==> config.mk <==
export PLATFORM = sky130hd
export DESIGN_NAME = tlb_search_ctrl
export DESIGN_NICKNAME = d
export VERILOG_FILES = /design/src/rtl/mmu_pkg.sv /design/src/rtl/tlb_entry_compare.sv /design/src/rtl/tlb_search_ctrl.sv
export SDC_FILE = /design/constraint.sdc
export NUM_CORES = 1
export LEC_CHECK = 0
export CORE_UTILIZATION = 43
export DETAILED_ROUTE_END_ITERATION = 8
export HOLD_SLACK_MARGIN = 0.12
export PLACE_DENSITY = 0.91
export SKIP_CTS_REPAIR_TIMING = 1
export SLEW_MARGIN = 5
export SYNTH_ARGS = -nofsm -noshare
export SYNTH_HDL_FRONTEND = slang
export SYNTH_HIERARCHICAL = 1
export SYNTH_SLANG_ARGS = --single-unit
==> constraint.sdc <==
create_clock -name clk -period 3.2 [get_ports clk]
set_input_delay 0.32 -clock clk [delete_from_list [all_inputs] [get_ports clk]]
set_output_delay 0.32 -clock clk [all_outputs]
set_load 0.02 [all_outputs]
==> src/rtl/mmu_pkg.sv <==
// mmu_pkg: shared MMU constants, access kinds and permission-bit selection.
package mmu_pkg;
  localparam logic [4:0] EXC_NONE = 5'd0;
  localparam logic [4:0] DSI      = 5'd2;
  localparam logic [4:0] ISI      = 5'd3;
  localparam logic [4:0] DTLB     = 5'd13;
  localparam logic [4:0] ITLB     = 5'd14;
  localparam logic [2:0] PERM_SR = 3'd0;
  localparam logic [2:0] PERM_UR = 3'd1;
  localparam logic [2:0] PERM_SW = 3'd2;
  localparam logic [2:0] PERM_UW = 3'd3;
  localparam logic [2:0] PERM_SX = 3'd4;
  localparam logic [2:0] PERM_UX = 3'd5;
  typedef enum logic [1:0] {FETCH, LOAD, STORE} access_e;
  typedef enum logic [1:0] {IDLE, SCAN, RESP} state_e;
  function automatic logic [2:0] perm_pos(input access_e kind, input logic pr);
    return kind == FETCH ? (pr ? PERM_UX : PERM_SX) :
           kind == STORE ? (pr ? PERM_UW : PERM_SW) : (pr ? PERM_UR : PERM_SR);
  endfunction
endpackage

==> src/rtl/tlb_entry_compare.sv <==
// tlb_entry_compare: judges one TLB entry against the latched lookup context.
module tlb_entry_compare
  import mmu_pkg::*;
(
  input  access_e     kind_i,
  input  logic        as_i,
  input  logic        pr_i,
  input  logic [7:0]  pid0_i,
  input  logic [7:0]  pid1_i,
  input  logic [7:0]  pid2_i,
  input  logic [31:0] ea_i,
  input  logic        v_i,
  input  logic        ts_i,
  input  logic [7:0]  tid_i,
  input  logic [31:0] epn_i,
  input  logic [5:0]  permis_i,
  output logic        match_o,
  output logic        perm_ok_o
);
  assign match_o = v_i && (ts_i == as_i) && epn_i == ea_i &&
                   (tid_i == 8'd0 || tid_i == pid0_i || tid_i == pid1_i || tid_i == pid2_i);
  assign perm_ok_o = permis_i[perm_pos(kind_i, pr_i)];
endmodule

==> src/rtl/tlb_search_ctrl.sv <==
// tlb_search_ctrl: arbitrates I/D lookups and scans the TLB one entry per cycle,
// returning a registered hit / permission-fault / miss response.
module tlb_search_ctrl
  import mmu_pkg::*;
#(
  parameter int ENTRIES = 16,
  parameter int IDX_W = $clog2(ENTRIES)
) (
  input  logic             clk,
  input  logic             rst,
  input  logic [7:0]       PID0,
  input  logic [7:0]       PID1,
  input  logic [7:0]       PID2,
  input  logic             MSR_PR,
  input  logic             MSR_IS,
  input  logic             MSR_DS,
  input  logic             I_req,
  input  logic [31:0]      I_EA,
  output logic             I_ack,
  input  logic             D_req,
  input  logic [31:0]      D_EA,
  input  logic             D_store,
  output logic             D_ack,
  output logic             Tlb_rd_en,
  output logic [IDX_W-1:0] Tlb_rd_idx,
  input  logic             TLB_entry_V,
  input  logic             TLB_entry_TS,
  input  logic [7:0]       TLB_entry_TID,
  input  logic [31:0]      TLB_entry_EPN,
  input  logic [5:0]       TLB_entry_PERMIS,
  input  logic             Tlb_wr,
  output logic             Rsp_valid,
  output logic             Rsp_port,
  output logic             Rsp_hit,
  output logic [IDX_W-1:0] Rsp_index,
  output logic [4:0]       Rsp_exception
);
  localparam logic [IDX_W-1:0] LAST = IDX_W'(ENTRIES - 1);
  state_e state_q, state_d;
  access_e kind_q, kind_d;
  logic prio_d_q, prio_d_d, port_q, port_d, as_q, as_d, pr_q, pr_d;
  logic [31:0] ea_q, ea_d;
  logic [23:0] pid_q, pid_d;
  logic [IDX_W-1:0] cnt_q, cnt_d, cmp_idx_q;
  logic cmp_vld_q, cmp_vld_d, i_ack_q, i_ack_d, d_ack_q, d_ack_d;
  logic rsp_port_q, rsp_port_d, rsp_hit_q, rsp_hit_d;
  logic [IDX_W-1:0] rsp_idx_q, rsp_idx_d;
  logic [4:0] rsp_exc_q, rsp_exc_d;
  logic pick_d, match, perm_ok, done;
  tlb_entry_compare u_cmp (
    .kind_i(kind_q), .as_i(as_q), .pr_i(pr_q),
    .pid0_i(pid_q[23:16]), .pid1_i(pid_q[15:8]), .pid2_i(pid_q[7:0]), .ea_i(ea_q),
    .v_i(TLB_entry_V), .ts_i(TLB_entry_TS), .tid_i(TLB_entry_TID), .epn_i(TLB_entry_EPN),
    .permis_i(TLB_entry_PERMIS), .match_o(match), .perm_ok_o(perm_ok)
  );
  // prio_d_q set means D wins a tie, i.e. I was granted last
  assign pick_d = D_req && (!I_req || prio_d_q);
  assign done = cmp_vld_q && (match || cmp_idx_q == LAST);
  always_comb begin
    state_d = state_q;
    prio_d_d = prio_d_q;
    port_d = port_q;
    kind_d = kind_q;
    ea_d = ea_q;
    as_d = as_q;
    pr_d = pr_q;
    pid_d = pid_q;
    cnt_d = cnt_q;
    cmp_vld_d = 1'b0;
    i_ack_d = 1'b0;
    d_ack_d = 1'b0;
    rsp_port_d = rsp_port_q;
    rsp_hit_d = rsp_hit_q;
    rsp_idx_d = rsp_idx_q;
    rsp_exc_d = rsp_exc_q;
    case (state_q)
      IDLE: if (I_req || D_req) begin
        state_d = SCAN;
        prio_d_d = !pick_d;
        port_d = pick_d;
        kind_d = pick_d ? (D_store ? STORE : LOAD) : FETCH;
        ea_d = pick_d ? D_EA : I_EA;
        as_d = pick_d ? MSR_DS : MSR_IS;
        pr_d = MSR_PR;
        pid_d = {PID0, PID1, PID2};
        i_ack_d = !pick_d;
        d_ack_d = pick_d;
        cnt_d = '0;
      end
      SCAN: begin
        cnt_d = Tlb_wr ? '0 : (cnt_q == LAST ? cnt_q : cnt_q + 1'b1);
        cmp_vld_d = !Tlb_wr;
        if (!Tlb_wr && done) begin
          state_d = RESP;
          rsp_port_d = port_q;
          rsp_hit_d = match && perm_ok;
          rsp_idx_d = match ? cmp_idx_q : '0;
          rsp_exc_d = match ? (perm_ok ? EXC_NONE : (port_q ? DSI : ISI)) : (port_q ? DTLB : ITLB);
        end
      end
      default: state_d = IDLE;
    endcase
  end
  always_ff @(posedge clk) begin
    if (rst) begin
      state_q <= IDLE;
      prio_d_q <= 1'b0;
      cnt_q <= '0;
      cmp_vld_q <= 1'b0;
      i_ack_q <= 1'b0;
      d_ack_q <= 1'b0;
      rsp_port_q <= 1'b0;
      rsp_hit_q <= 1'b0;
      rsp_idx_q <= '0;
      rsp_exc_q <= '0;
    end else begin
      state_q <= state_d;
      prio_d_q <= prio_d_d;
      cnt_q <= cnt_d;
      cmp_vld_q <= cmp_vld_d;
      i_ack_q <= i_ack_d;
      d_ack_q <= d_ack_d;
      rsp_port_q <= rsp_port_d;
      rsp_hit_q <= rsp_hit_d;
      rsp_idx_q <= rsp_idx_d;
      rsp_exc_q <= rsp_exc_d;
    end
    port_q <= port_d;
    kind_q <= kind_d;
    ea_q <= ea_d;
    as_q <= as_d;
    pr_q <= pr_d;
    pid_q <= pid_d;
    cmp_idx_q <= cnt_q;
  end
  assign I_ack = i_ack_q;
  assign D_ack = d_ack_q;
  assign Tlb_rd_en = state_q == SCAN;
  assign Tlb_rd_idx = cnt_q;
  assign Rsp_valid = state_q == RESP;
  assign Rsp_port = rsp_port_q;
  assign Rsp_hit = rsp_hit_q;
  assign Rsp_index = rsp_idx_q;
  assign Rsp_exception = rsp_exc_q;
endmodule
==> results of run 1 <==
==> sequential cells by signal, summed over array words and instances, names as in the netlist, 2 cells and up <==
register,cells
state_q,2
Tlb_rd_idx,4
ea_q,32
Rsp_exception,3
kind_q,2
cmp_idx_q,4
Rsp_index,4
pid_q,24
==> worst reg2reg max path: stages, from the launching register on <==
cell,delay [ns]
edfxtp_1,0.40
xnor2_1,0.21
nand4_1,0.14
nor3_1,0.32
nand4_1,0.19
a21oi_1,0.27
a41oi_1,0.22
a2111o_1,0.51
a21oi_1,0.15
==> final timing paths <==
| kind | startpoint | endpoint | slack, ns | cells after the start |
|---|---|---|---|---|
| worst max-delay path | ea_q[6]$_DFFE_PN_ | Rsp_exception[1]$_SDFFE_PP0P_ | 0.72 | 8 |
| worst min register to register | Tlb_rd_idx[1]$_SDFFE_PP0P_ | cmp_idx_q[1]$_DFF_P_ | 0.42 | 0 |
| worst max register to register | ea_q[6]$_DFFE_PN_ | Rsp_exception[1]$_SDFFE_PP0P_ | 0.72 | 8 |
| worst min-delay path | Tlb_rd_idx[1]$_SDFFE_PP0P_ | cmp_idx_q[1]$_DFF_P_ | 0.42 | 0 |
==> cell usage in the layout, fill, tap and decap left out, types with 3 or more instances in the layout <==
cell,Yosys,final
clkdlybuf4s50_1,0,162
buf_4,3,3
nor2b_1,3,3
nand2_1,5,5
a21oi_1,13,13
nand4_1,7,7
o21ai_0,9,9
mux2_2,33,33
clkbuf_8,0,9
nor2_1,6,6
xnor2_1,28,28
a22oi_1,3,3
edfxtp_1,61,61
mux2i_1,4,4
nor4_1,10,10
nand3_1,7,7
xor2_1,26,26
nor3_1,6,6
inv_1,8,7
dfxtp_1,23,23
==> cells by family after synthesis <==
kind of cell,synth area share [%]
adder cells (fa/ha/maj),0.3143
other,0.09422
XOR/XNOR,11.88
AND/OR/NAND/NOR,8.583
AO/OA/AOI/OAI,7.419
flip-flops,57.59
buffers and inverters,3.206
multiplexers,10.91
==> power by group through the flow <==
stage                     registers (mW)  clock network (mW)  logic, mW
after floorplan                     1.33                   0      0.201
after global placement              1.33                   0      0.423
after detailed placement            1.33                   0      0.435
after CTS                           1.31               0.729      0.439
after global routing                1.32               0.775      0.466
final                               1.31               0.712      0.435
==> synth_stat cells, types with 2 or more instances <==
library cell	instances
xnor2_1	28
edfxtp_1	61
nand2_1	5
xor2_1	26
dfxtp_1	23
a21oi_1	13
o311ai_0	2
nor4_1	10
buf_4	3
a2111o_1	2
clkbuf_1	3
a22oi_1	3
nor2b_1	3
mux2_2	33
buf_2	3
nand3_1	7
nand4_1	7
o31ai_1	2
nor3_1	6
inv_1	8
nand2b_1	2
o21ai_0	9
mux2i_1	4
nor2_1	6
buf_6	4
==> layout make-up <==
cell class,instances,area [sq um],area share (%)
Multi-Input combinational cell,192,1560,26.58
Timing Repair Buffer,166,1664,28.35
Clock inverter,7,60.06,1.023
Inverter,9,33.78,0.5756
Clock buffer,9,123.9,2.110
Tap cell,108,135.1,2.302
Sequential cell,84,2292,39.05
==> metal layers <==
layer  up-vias  track usage (%)  wire length, um
met1      1423            22.96             3792
met3        14            4.438              593
li1       1444                -                -
met4         0            6.774              158
met2        95            38.41             5177
met5         -                0                0
==> through the flow <==
stage	power (mW)	instance area, sq um	setup slack, ns	utilization, %
floorplan	1.527	3980	0.7374	-
global placement	1.752	5685	0.4392	64.25
detailed placement	1.769	5685	0.3457	64.25
CTS	2.476	5869	0.6674	66.33
global route	2.557	5869	0.4788	66.33
finish	2.454	5869	0.7172	66.33
==> impl_metrics.xml, run 1 <==
<?xml version="1.0" encoding="UTF-8"?>
<metrics>
  <group name="outcome">
    <metric name="status" unit="">complete, but fails checks</metric>
    <metric name="failed_checks" unit="">design-rule violations</metric>
  </group>
  <group name="detailed_routing">
    <metric name="routedWlPerCell" unit="um">16.91</metric>
    <metric name="detailroute.via_count" unit="">2976</metric>
    <metric name="ant_nets" unit="">0</metric>
    <metric name="dr.pass1.iters" unit="">6</metric>
    <metric name="drt_iter0_drcs" unit="">89</metric>
    <metric name="routed_wirelength" unit="um">9722</metric>
    <metric name="post_drt_via_cell_ratio" unit="">5.176</metric>
    <metric name="drc_errors" unit="">12</metric>
  </group>
  <group name="global_routing">
    <metric name="grt_overflow" unit="">0</metric>
    <metric name="grtUsageTotal" unit="%">20.49</metric>
    <metric name="initial_antenna_violation_count" unit="">0</metric>
    <metric name="grt_start_max_net_pins" unit="">63</metric>
    <metric name="grt_pass1_vias" unit="">3199</metric>
    <metric name="grt_pass1_wl" unit="um">15490</metric>
  </group>
  <group name="critical_path">
    <metric name="critical-path-top-delay-family" unit="">compound AO/OA/AOI/OAI gates</metric>
    <metric name="critical_path.max_fanout" unit="">11</metric>
    <metric name="timing.critical_path.slowest_stage_cell" unit="">a2111o_1</metric>
    <metric name="worst-path-buf-inv" unit="">0</metric>
    <metric name="worstSetupEndpointType" unit="">register</metric>
    <metric name="crit_path_max_incr_delay" unit="ns">0.51</metric>
    <metric name="critPathArrivalTime" unit="ns">2.74</metric>
    <metric name="worst-setup-path-type" unit="">reg2reg</metric>
    <metric name="critical_path.cell_chain" unit="">xnor2_1, nand4_1, nor3_1, nand4_1, a21oi_1, a41oi_1, a2111o_1, a21oi_1</metric>
    <metric name="cp-start-kind" unit="">register</metric>
    <metric name="cp_data_required_time" unit="ns">3.46</metric>
  </group>
  <group name="power_and_ir_drop">
    <metric name="netSwitchingPower" unit="mW">0.6193</metric>
    <metric name="netSwitchingFraction" unit="%">25.23</metric>
    <metric name="p_leak" unit="nW">2.033</metric>
    <metric name="cell_internal_pwr" unit="mW">1.835</metric>
    <metric name="power_density_over_cell_area" unit="nW/um^2">418.2</metric>
    <metric name="seq_power_share" unit="%">53.3</metric>
    <metric name="p_clk_share" unit="%">29.0</metric>
    <metric name="maximum_vdd_ir_drop" unit="uV">218.7</metric>
    <metric name="power.share.combinational" unit="%">17.7</metric>
  </group>
  <group name="die">
    <metric name="fp-row-count" unit="">34</metric>
    <metric name="initial_util" unit="%">44.98</metric>
    <metric name="die_h" unit="um">98.21</metric>
    <metric name="io_pins" unit="">164</metric>
    <metric name="design.die.area" unit="sq um">9644</metric>
    <metric name="fp.coreArea" unit="sq um">8848</metric>
    <metric name="die_width" unit="um">98.21</metric>
  </group>
  <group name="worst_hold_path">
    <metric name="hold_path.class" unit="">reg2reg</metric>
  </group>
  <group name="place">
    <metric name="port_buffers" unit="">162</metric>
    <metric name="placed_cells_incl_taps" unit="">559</metric>
    <metric name="gpl.final_weighted_congestion" unit="">0.8526</metric>
    <metric name="place.detailed.hpwl" unit="um">7312</metric>
  </group>
  <group name="synthesis">
    <metric name="synth.yosys.seq_area_share" unit="%">57.59</metric>
    <metric name="netlist_instances" unit="">298</metric>
    <metric name="yosysTopAreaCell" unit="">edfxtp_1</metric>
    <metric name="synth-edff-count" unit="">61</metric>
    <metric name="synth.top_cells.by_area" unit="">edfxtp_1 (46%), dfxtp_1 (12%), mux2_2 (9.3%)</metric>
    <metric name="share_of_flip_flops_with_an_asynchronous_set_or_reset" unit="%">0</metric>
    <metric name="synth_top_cell_area_share" unit="%">46.02</metric>
    <metric name="yosysUniqueCellTypes" unit="">50</metric>
    <metric name="syn-mean-instance-area" unit="sq um">13.36</metric>
    <metric name="primary_ff_master_synth" unit="">edfxtp_1</metric>
    <metric name="syn_area" unit="sq um">3980</metric>
    <metric name="yosys_warnings" unit="">6</metric>
    <metric name="yosys_register_bits" unit="">84</metric>
    <metric name="synth_nets" unit="">444</metric>
  </group>
  <group name="layout">
    <metric name="layoutNonFillerInstCount" unit="">575</metric>
    <metric name="drive_above_1_share" unit="%">13.06</metric>
    <metric name="fillerInstances" unit="">681</metric>
    <metric name="finish.net_count" unit="">608</metric>
    <metric name="flow.area_growth_from_synthesis" unit="%">47.47</metric>
    <metric name="antenna_cells_inserted" unit="">0</metric>
  </group>
  <group name="sta">
    <metric name="hold_slack" unit="ns">0.4163</metric>
    <metric name="timing.final.crit_share" unit="%">77.59</metric>
    <metric name="timing.slew.headroom" unit="%">45.73</metric>
    <metric name="finalCriticalPeriod" unit="ns">2.483</metric>
    <metric name="fin_worst_skew" unit="ns">0.01156</metric>
    <metric name="worst-slew-pin-transition" unit="ns">0.8034</metric>
    <metric name="final.setup.tns" unit="ns">0</metric>
    <metric name="final_count_of_pins_violating_max_slew" unit="">0</metric>
    <metric name="grt_setup_unrepaired" unit="">no</metric>
    <metric name="fmax" unit="GHz">0.4028</metric>
    <metric name="timing.final.hold_violations" unit="">0</metric>
    <metric name="setup_viol_count_final" unit="">0</metric>
  </group>
  <group name="clock_tree">
    <metric name="cts-root-buf" unit="">clkbuf_8</metric>
    <metric name="cts_made_buffers" unit="">9</metric>
    <metric name="tritoncts" unit="">yes</metric>
    <metric name="max-clock-path-buffers" unit="">2</metric>
    <metric name="htree_levels" unit="">3</metric>
    <metric name="numClockSinks" unit="">84</metric>
    <metric name="clock_latency" unit="ns">0.34</metric>
    <metric name="clkSlewWorstSetupHoldPaths" unit="ns">0.09</metric>
  </group>
  <group name="job">
    <metric name="max_cap_viol_count" unit="">0</metric>
  </group>
</metrics>
(Power assumes the default switching activity.)
==> run 2: changes to the inputs <==
==> constraint.sdc (replaced) <==
create_clock -name clk -period 2.4 [get_ports clk]
set_input_delay 0.24 -clock clk [delete_from_list [all_inputs] [get_ports clk]]
set_output_delay 0.24 -clock clk [all_outputs]
set_load 0.02 [all_outputs]
==> run 2 against run 1 <==
  * The run still ends with design-rule violations left
  * Worst setup slack got worse by 0.54 ns
  * Register-to-register slack worse by 0.54 ns
  * Final cell count grew 1.6%
  * Flip-flop and latch count did not move
  * Clock power rose by 40%
  * Sequential power increased by 33%
  * Count of clock-buffer cells in the layout grew 1
  * Critical path type unchanged
  * Highest routed layer unchanged
==> impl_metrics.xml, run 2 (synthesized netlist as in run 1, its figures left out) <==
<?xml version="1.0" encoding="UTF-8"?>
<metrics>
  <group name="clock_tree">
    <metric name="cts-root-buf" unit="">clkbuf_8</metric>
    <metric name="htree_levels" unit="">3</metric>
    <metric name="cts_made_buffers" unit="">9</metric>
    <metric name="clock_latency" unit="ns">0.34</metric>
    <metric name="tritoncts" unit="">yes</metric>
    <metric name="max-clock-path-buffers" unit="">2</metric>
    <metric name="numClockSinks" unit="">84</metric>
    <metric name="clkSlewWorstSetupHoldPaths" unit="ns">0.09</metric>
  </group>
  <group name="critical_path">
    <metric name="worst-path-buf-inv" unit="">1</metric>
    <metric name="critical-path-top-delay-family" unit="">compound AO/OA/AOI/OAI gates</metric>
    <metric name="critical_path.cell_chain" unit="">xnor2_1, o2111ai_1, nor4_2, nand4_1, a21oi_1, buf_4, nor2b_1, a2111o_1, a21oi_1</metric>
    <metric name="critical_path.max_fanout" unit="">7</metric>
    <metric name="cp-start-kind" unit="">register</metric>
    <metric name="worst_r2r_endpoint" unit="">Rsp_exception[1]$_SDFFE_PP0P_</metric>
    <metric name="crit_path_max_incr_delay" unit="ns">0.38</metric>
    <metric name="timing.critical_path.slowest_stage_cell" unit="">edfxtp_1</metric>
    <metric name="cp_data_required_time" unit="ns">2.67</metric>
    <metric name="rrSetupSlack" unit="ns">0.18</metric>
    <metric name="startpoint_of_the_worst_register_to_register_path" unit="">ea_q[22]$_DFFE_PN_</metric>
    <metric name="crit_path_frequent_cell" unit="">a21oi_1</metric>
    <metric name="reg2reg_depth" unit="">9</metric>
    <metric name="critPathArrivalTime" unit="ns">2.49</metric>
    <metric name="worst-setup-path-type" unit="">reg2reg</metric>
    <metric name="worstSetupEndpointType" unit="">register</metric>
  </group>
  <group name="outcome">
    <metric name="failed_checks" unit="">design-rule violations</metric>
    <metric name="status" unit="">complete, but fails checks</metric>
  </group>
  <group name="sta">
    <metric name="grt_setup_unrepaired" unit="">no</metric>
    <metric name="finalCriticalPeriod" unit="ns">2.222</metric>
    <metric name="fmax" unit="GHz">0.4501</metric>
    <metric name="setup_viol_count_final" unit="">0</metric>
    <metric name="fin_worst_skew" unit="ns">0.01512</metric>
    <metric name="post-route-worst-setup-slack" unit="ns">0.1784</metric>
    <metric name="final_count_of_pins_violating_max_slew" unit="">0</metric>
    <metric name="timing.final.hold_violations" unit="">0</metric>
    <metric name="worst-slew-pin-transition" unit="ns">0.5058</metric>
    <metric name="timing.slew.headroom" unit="%">66.02</metric>
    <metric name="timing.final.crit_share" unit="%">92.57</metric>
  </group>
  <group name="detailed_routing">
    <metric name="dr.pass1.iters" unit="">8</metric>
    <metric name="drt_iter0_drcs" unit="">121</metric>
    <metric name="routed_wirelength" unit="um">9617</metric>
    <metric name="routedWlPerCell" unit="um">16.47</metric>
    <metric name="post_drt_via_cell_ratio" unit="">5.079</metric>
    <metric name="drc_errors" unit="">12</metric>
    <metric name="ant_nets" unit="">0</metric>
    <metric name="detailroute.via_count" unit="">2966</metric>
  </group>
  <group name="job">
    <metric name="max_cap_viol_count" unit="">0</metric>
  </group>
  <group name="layout">
    <metric name="drive_above_1_share" unit="%">14.71</metric>
    <metric name="antenna_cells_inserted" unit="">0</metric>
    <metric name="flow.area_growth_from_synthesis" unit="%">50.11</metric>
    <metric name="largest-register" unit="">ea_q</metric>
    <metric name="finish.net_count" unit="">617</metric>
    <metric name="largest_register_ff_count" unit="">32</metric>
    <metric name="largestRegisters" unit="">ea_q: 32 flops, pid_q: 24 flops</metric>
    <metric name="final_common_cell" unit="">clkdlybuf4s50_1</metric>
    <metric name="final_core_utilization" unit="%">67.52</metric>
    <metric name="commonest_cells_after_routing_fill_and_taps_aside" unit="">clkdlybuf4s50_1 (162), edfxtp_1 (61), mux2_2 (33)</metric>
  </group>
  <group name="die">
    <metric name="fp.coreArea" unit="sq um">8848</metric>
    <metric name="initial_util" unit="%">44.98</metric>
    <metric name="die_h" unit="um">98.21</metric>
    <metric name="design.die.area" unit="sq um">9644</metric>
    <metric name="io_pins" unit="">164</metric>
    <metric name="fp-row-count" unit="">34</metric>
    <metric name="die_width" unit="um">98.21</metric>
  </group>
  <group name="place">
    <metric name="dp_worst_setup_slack" unit="ns">-0.1610</metric>
    <metric name="port_buffers" unit="">162</metric>
    <metric name="place.detailed.hpwl" unit="um">7584</metric>
    <metric name="gpl.final_weighted_congestion" unit="">0.8329</metric>
  </group>
  <group name="power_and_ir_drop">
    <metric name="maximum_vdd_ir_drop" unit="uV">263.4</metric>
    <metric name="power_density_over_cell_area" unit="nW/um^2">558.9</metric>
    <metric name="p_total" unit="mW">3.339</metric>
    <metric name="p_leak" unit="nW">2.086</metric>
  </group>
  <group name="worst_hold_path">
    <metric name="min_to" unit="">cmp_idx_q[1]$_DFF_P_</metric>
    <metric name="hold_path.class" unit="">reg2reg</metric>
    <metric name="timing.hold.worst.start" unit="">Tlb_rd_idx[1]$_SDFFE_PP0P_</metric>
    <metric name="min_path_cells" unit="">0</metric>
  </group>
  <group name="global_routing">
    <metric name="grt_start_max_net_pins" unit="">36</metric>
    <metric name="grt_overflow" unit="">0</metric>
    <metric name="grt_pass1_wl" unit="um">15220</metric>
    <metric name="grt_pass1_vias" unit="">3146</metric>
    <metric name="grtUsageTotal" unit="%">20.36</metric>
    <metric name="initial_antenna_violation_count" unit="">0</metric>
  </group>
</metrics>
## run 2: metrics by stage
step                hold WS [ns]  cells  setup TNS [ns]  instance area (sq um)
floorplan                 0.3298    298               0                   3984
global placement          0.4022    568        -0.08225                   5769
detailed placement        0.4027    568          -1.089                   5769
CTS                       0.4192    584               0                   5968
global route              0.4277    584               0                   5974
finish                    0.4199    584               0                   5974
## run 2: cell type report
class	count	area [sq um]
Clock buffer	10	127.6
Clock inverter	6	71.32
Fill cell	668	2874
Inverter	9	37.54
Multi-Input combinational cell	192	1567
Sequential cell	84	2292
Tap cell	108	135.1
Timing Repair Buffer	175	1744
## run 2: power by group
part	total, mW	switching, mW	internal [mW]
registers	1.74	0.0563	1.69
logic	0.592	0.215	0.376
clock network	1.00	0.512	0.491
total	3.34	0.783	2.56
## run 2: worst max-delay path by stage
| stage | start | end | slack (ns) | depth (start not counted) |
|---|---|---|---|---|
| after floorplan | state_q[1]$_SDFFE_PP0P_ | as_q$_DFFE_PN_ | 0.36 | 4 |
| after global placement | TLB_entry_EPN[22] | Rsp_exception[1]$_SDFFE_PP0P_ | -0.04 | 10 |
| after detailed placement | TLB_entry_EPN[22] | Rsp_exception[1]$_SDFFE_PP0P_ | -0.16 | 9 |
| after CTS | ea_q[22]$_DFFE_PN_ | Rsp_exception[1]$_SDFFE_PP0P_ | 0.13 | 8 |
| after global routing | ea_q[22]$_DFFE_PN_ | Rsp_exception[1]$_SDFFE_PP0P_ | 0.03 | 9 |
| final | ea_q[22]$_DFFE_PN_ | Rsp_exception[1]$_SDFFE_PP0P_ | 0.18 | 9 |
## run 2: routing by layer
layer | vias up | global-route usage, % | wire, um
met1 | 1391 | 22.93 | 3772
li1 | 1458 | - | -
met4 | 0 | 7.577 | 174
met3 | 14 | 4.366 | 641
met2 | 103 | 37.65 | 5028
met5 | - | 0 | 0
==> run 3: changes to the inputs <==
--- a/config.mk
+++ b/config.mk
@@ -6,11 +6,12 @@
 export NUM_CORES = 1
 export LEC_CHECK = 0
 export CORE_UTILIZATION = 43
+export CTS_CLUSTER_SIZE = 20
 export DETAILED_ROUTE_END_ITERATION = 8
 export HOLD_SLACK_MARGIN = 0.12
 export PLACE_DENSITY = 0.91
+export RECOVER_POWER = 100
 export SKIP_CTS_REPAIR_TIMING = 1
-export SLEW_MARGIN = 5
 export SYNTH_ARGS = -nofsm -noshare
 export SYNTH_HDL_FRONTEND = slang
 export SYNTH_HIERARCHICAL = 1
==> run 3 against run 2 <==
  * The flow still finishes with violations (design-rule violations)
  * Via count up 1.4%
  * Non-clock buffer count stayed put
  * Die area stayed put
  * Highest routed layer unchanged
  * Hold slack improved by 0.00064 ns
  * Sequential power about the same
  * Critical path depth unchanged
==> impl_metrics.xml, run 3 (synthesized netlist as in run 1, its figures left out) <==
<?xml version="1.0" encoding="UTF-8"?>
<metrics>
  <group name="critical_path">
    <metric name="startpoint_of_the_worst_register_to_register_path" unit="">ea_q[22]$_DFFE_PN_</metric>
    <metric name="critical_path.max_fanout" unit="">7</metric>
    <metric name="cp_data_required_time" unit="ns">2.67</metric>
    <metric name="cp-start-kind" unit="">register</metric>
    <metric name="cp-startpoint" unit="">ea_q[22]$_DFFE_PN_</metric>
    <metric name="worstSetupEndpointType" unit="">register</metric>
    <metric name="worst-setup-path-type" unit="">reg2reg</metric>
    <metric name="critPathArrivalTime" unit="ns">2.50</metric>
  </group>
  <group name="sta">
    <metric name="grt_setup_unrepaired" unit="">no</metric>
    <metric name="final_count_of_pins_violating_max_slew" unit="">0</metric>
    <metric name="finalCriticalPeriod" unit="ns">2.225</metric>
    <metric name="setup_viol_count_final" unit="">0</metric>
    <metric name="fin_worst_skew" unit="ns">0.01647</metric>
    <metric name="timing.final.crit_share" unit="%">92.69</metric>
    <metric name="fmax" unit="GHz">0.4495</metric>
    <metric name="timing.slew.headroom" unit="%">43.74</metric>
    <metric name="worst-slew-pin-transition" unit="ns">0.8439</metric>
    <metric name="post-route-worst-setup-slack" unit="ns">0.1754</metric>
    <metric name="timing.final.hold_violations" unit="">0</metric>
    <metric name="hold_slack" unit="ns">0.4205</metric>
  </group>
  <group name="layout">
    <metric name="layoutNonFillerInstCount" unit="">585</metric>
    <metric name="largest_register_ff_count" unit="">32</metric>
    <metric name="fillerInstances" unit="">673</metric>
    <metric name="area.sequential" unit="sq um">2292</metric>
    <metric name="commonest_cells_after_routing_fill_and_taps_aside" unit="">clkdlybuf4s50_1 (118), edfxtp_1 (61), dlygate4sd3_1 (44)</metric>
    <metric name="finish.net_count" unit="">617</metric>
    <metric name="multiInputGateArea" unit="sq um">1544</metric>
    <metric name="final_core_utilization" unit="%">67.07</metric>
    <metric name="drive_above_1_share" unit="%">13.66</metric>
    <metric name="final_design_area_no_fill" unit="sq um">5934</metric>
    <metric name="final_common_cell" unit="">clkdlybuf4s50_1</metric>
    <metric name="flow.area_growth_from_synthesis" unit="%">49.10</metric>
    <metric name="largestRegisters" unit="">ea_q: 32 flops, pid_q: 24 flops</metric>
    <metric name="largest-register" unit="">ea_q</metric>
  </group>
  <group name="die">
    <metric name="fp-row-count" unit="">34</metric>
    <metric name="io_pins" unit="">164</metric>
    <metric name="initial_util" unit="%">44.98</metric>
    <metric name="fp.coreArea" unit="sq um">8848</metric>
    <metric name="die_width" unit="um">98.21</metric>
    <metric name="design.die.area" unit="sq um">9644</metric>
    <metric name="die_h" unit="um">98.21</metric>
  </group>
  <group name="place">
    <metric name="placed_cells_incl_taps" unit="">568</metric>
    <metric name="place.detailed.hpwl" unit="um">7584</metric>
    <metric name="placement.cell_area" unit="sq um">5769</metric>
    <metric name="port_buffers" unit="">162</metric>
    <metric name="gpl.final_weighted_congestion" unit="">0.8329</metric>
    <metric name="dp_worst_setup_slack" unit="ns">-0.1610</metric>
  </group>
  <group name="global_routing">
    <metric name="grt_pass1_vias" unit="">3146</metric>
    <metric name="grt_pass1_wl" unit="um">15220</metric>
    <metric name="grt_overflow" unit="">0</metric>
    <metric name="grt_start_max_net_pins" unit="">36</metric>
    <metric name="initial_antenna_violation_count" unit="">1</metric>
    <metric name="grtUsageTotal" unit="%">20.36</metric>
  </group>
  <group name="outcome">
    <metric name="failed_checks" unit="">design-rule violations</metric>
    <metric name="status" unit="">complete, but fails checks</metric>
  </group>
  <group name="clock_tree">
    <metric name="cts_made_buffers" unit="">9</metric>
    <metric name="max-clock-path-buffers" unit="">2</metric>
    <metric name="clock_latency" unit="ns">0.34</metric>
    <metric name="htree_levels" unit="">3</metric>
    <metric name="numClockSinks" unit="">84</metric>
    <metric name="tritoncts" unit="">yes</metric>
    <metric name="clkSlewWorstSetupHoldPaths" unit="ns">0.10</metric>
    <metric name="cts-root-buf" unit="">clkbuf_8</metric>
  </group>
  <group name="detailed_routing">
    <metric name="routed_wirelength" unit="um">9674</metric>
    <metric name="post_drt_via_cell_ratio" unit="">5.144</metric>
    <metric name="dr.pass1.iters" unit="">6</metric>
    <metric name="ant_nets" unit="">0</metric>
    <metric name="drc_errors" unit="">12</metric>
    <metric name="detailroute.via_count" unit="">3009</metric>
    <metric name="routedWlPerCell" unit="um">16.54</metric>
    <metric name="drt_iter0_drcs" unit="">100</metric>
  </group>
  <group name="worst_hold_path">
    <metric name="timing.hold.worst.start" unit="">Tlb_rd_idx[1]$_SDFFE_PP0P_</metric>
    <metric name="hold_path.class" unit="">reg2reg</metric>
  </group>
  <group name="job">
    <metric name="max_cap_viol_count" unit="">0</metric>
  </group>
  <group name="power_and_ir_drop">
    <metric name="p_leak" unit="nW">2.139</metric>
    <metric name="power_density_over_cell_area" unit="nW/um^2">559.7</metric>
    <metric name="maximum_vdd_ir_drop" unit="uV">261.2</metric>
  </group>
</metrics>
run 3: per-layer routing:
layer  track usage, %  share of wire (%)  up-vias
met4            7.577                2.1        0
met5                0                  0        -
met1            22.93                 39     1412
met3            4.366                7.0       18
met2            37.65                 52      119
li1                 -                  -     1460
run 3: final cells by class:
| type | instances | share of cell area (%) |
|---|---|---|
| Sequential cell | 84 | 38.63 |
| Timing Repair Buffer | 175 | 29.10 |
| Multi-Input combinational cell | 192 | 26.02 |
| Tap cell | 108 | 2.277 |
| Clock buffer | 10 | 2.151 |
| Clock inverter | 6 | 1.202 |
| Inverter | 9 | 0.5903 |
| Antenna cell | 1 | 0.04217 |
run 3: critical path, cell delays in order, from the launching register on:
cell and delay (ns):
edfxtp_1 0.38, xnor2_1 0.16, o2111ai_1 0.14, nor4_2 0.38, nand4_1 0.18, a21oi_1 0.24, buf_4 0.19, nor2b_1 0.06
a2111o_1 0.28, a21oi_1 0.16
run 3: where the power goes:
part           leakage [nW]  switching (mW)  internal (mW)
Clock                0.0935           0.515          0.491
Combinational          1.26           0.213          0.357
Sequential            0.785          0.0550           1.69
run 3: path summary, 6_finish.rpt:
| check | cells past startpoint | slack, ns | to |
|---|---|---|---|
| worst max-delay path | 9 | 0.18 | Rsp_exception[1]$_SDFFE_PP0P_ |
| worst max register to register | 9 | 0.18 | Rsp_exception[1]$_SDFFE_PP0P_ |
| worst min register to register | 0 | 0.42 | cmp_idx_q[1]$_DFF_P_ |
| worst min-delay path | 0 | 0.42 | cmp_idx_q[1]$_DFF_P_ |
run 3: per-stage QoR:
step                power [mW]  setup TNS, ns
floorplan                2.036              0
global placement         2.349       -0.08225
detailed placement       2.371         -1.089
CTS                      3.375              0
global route             3.465              0
finish                   3.321              0
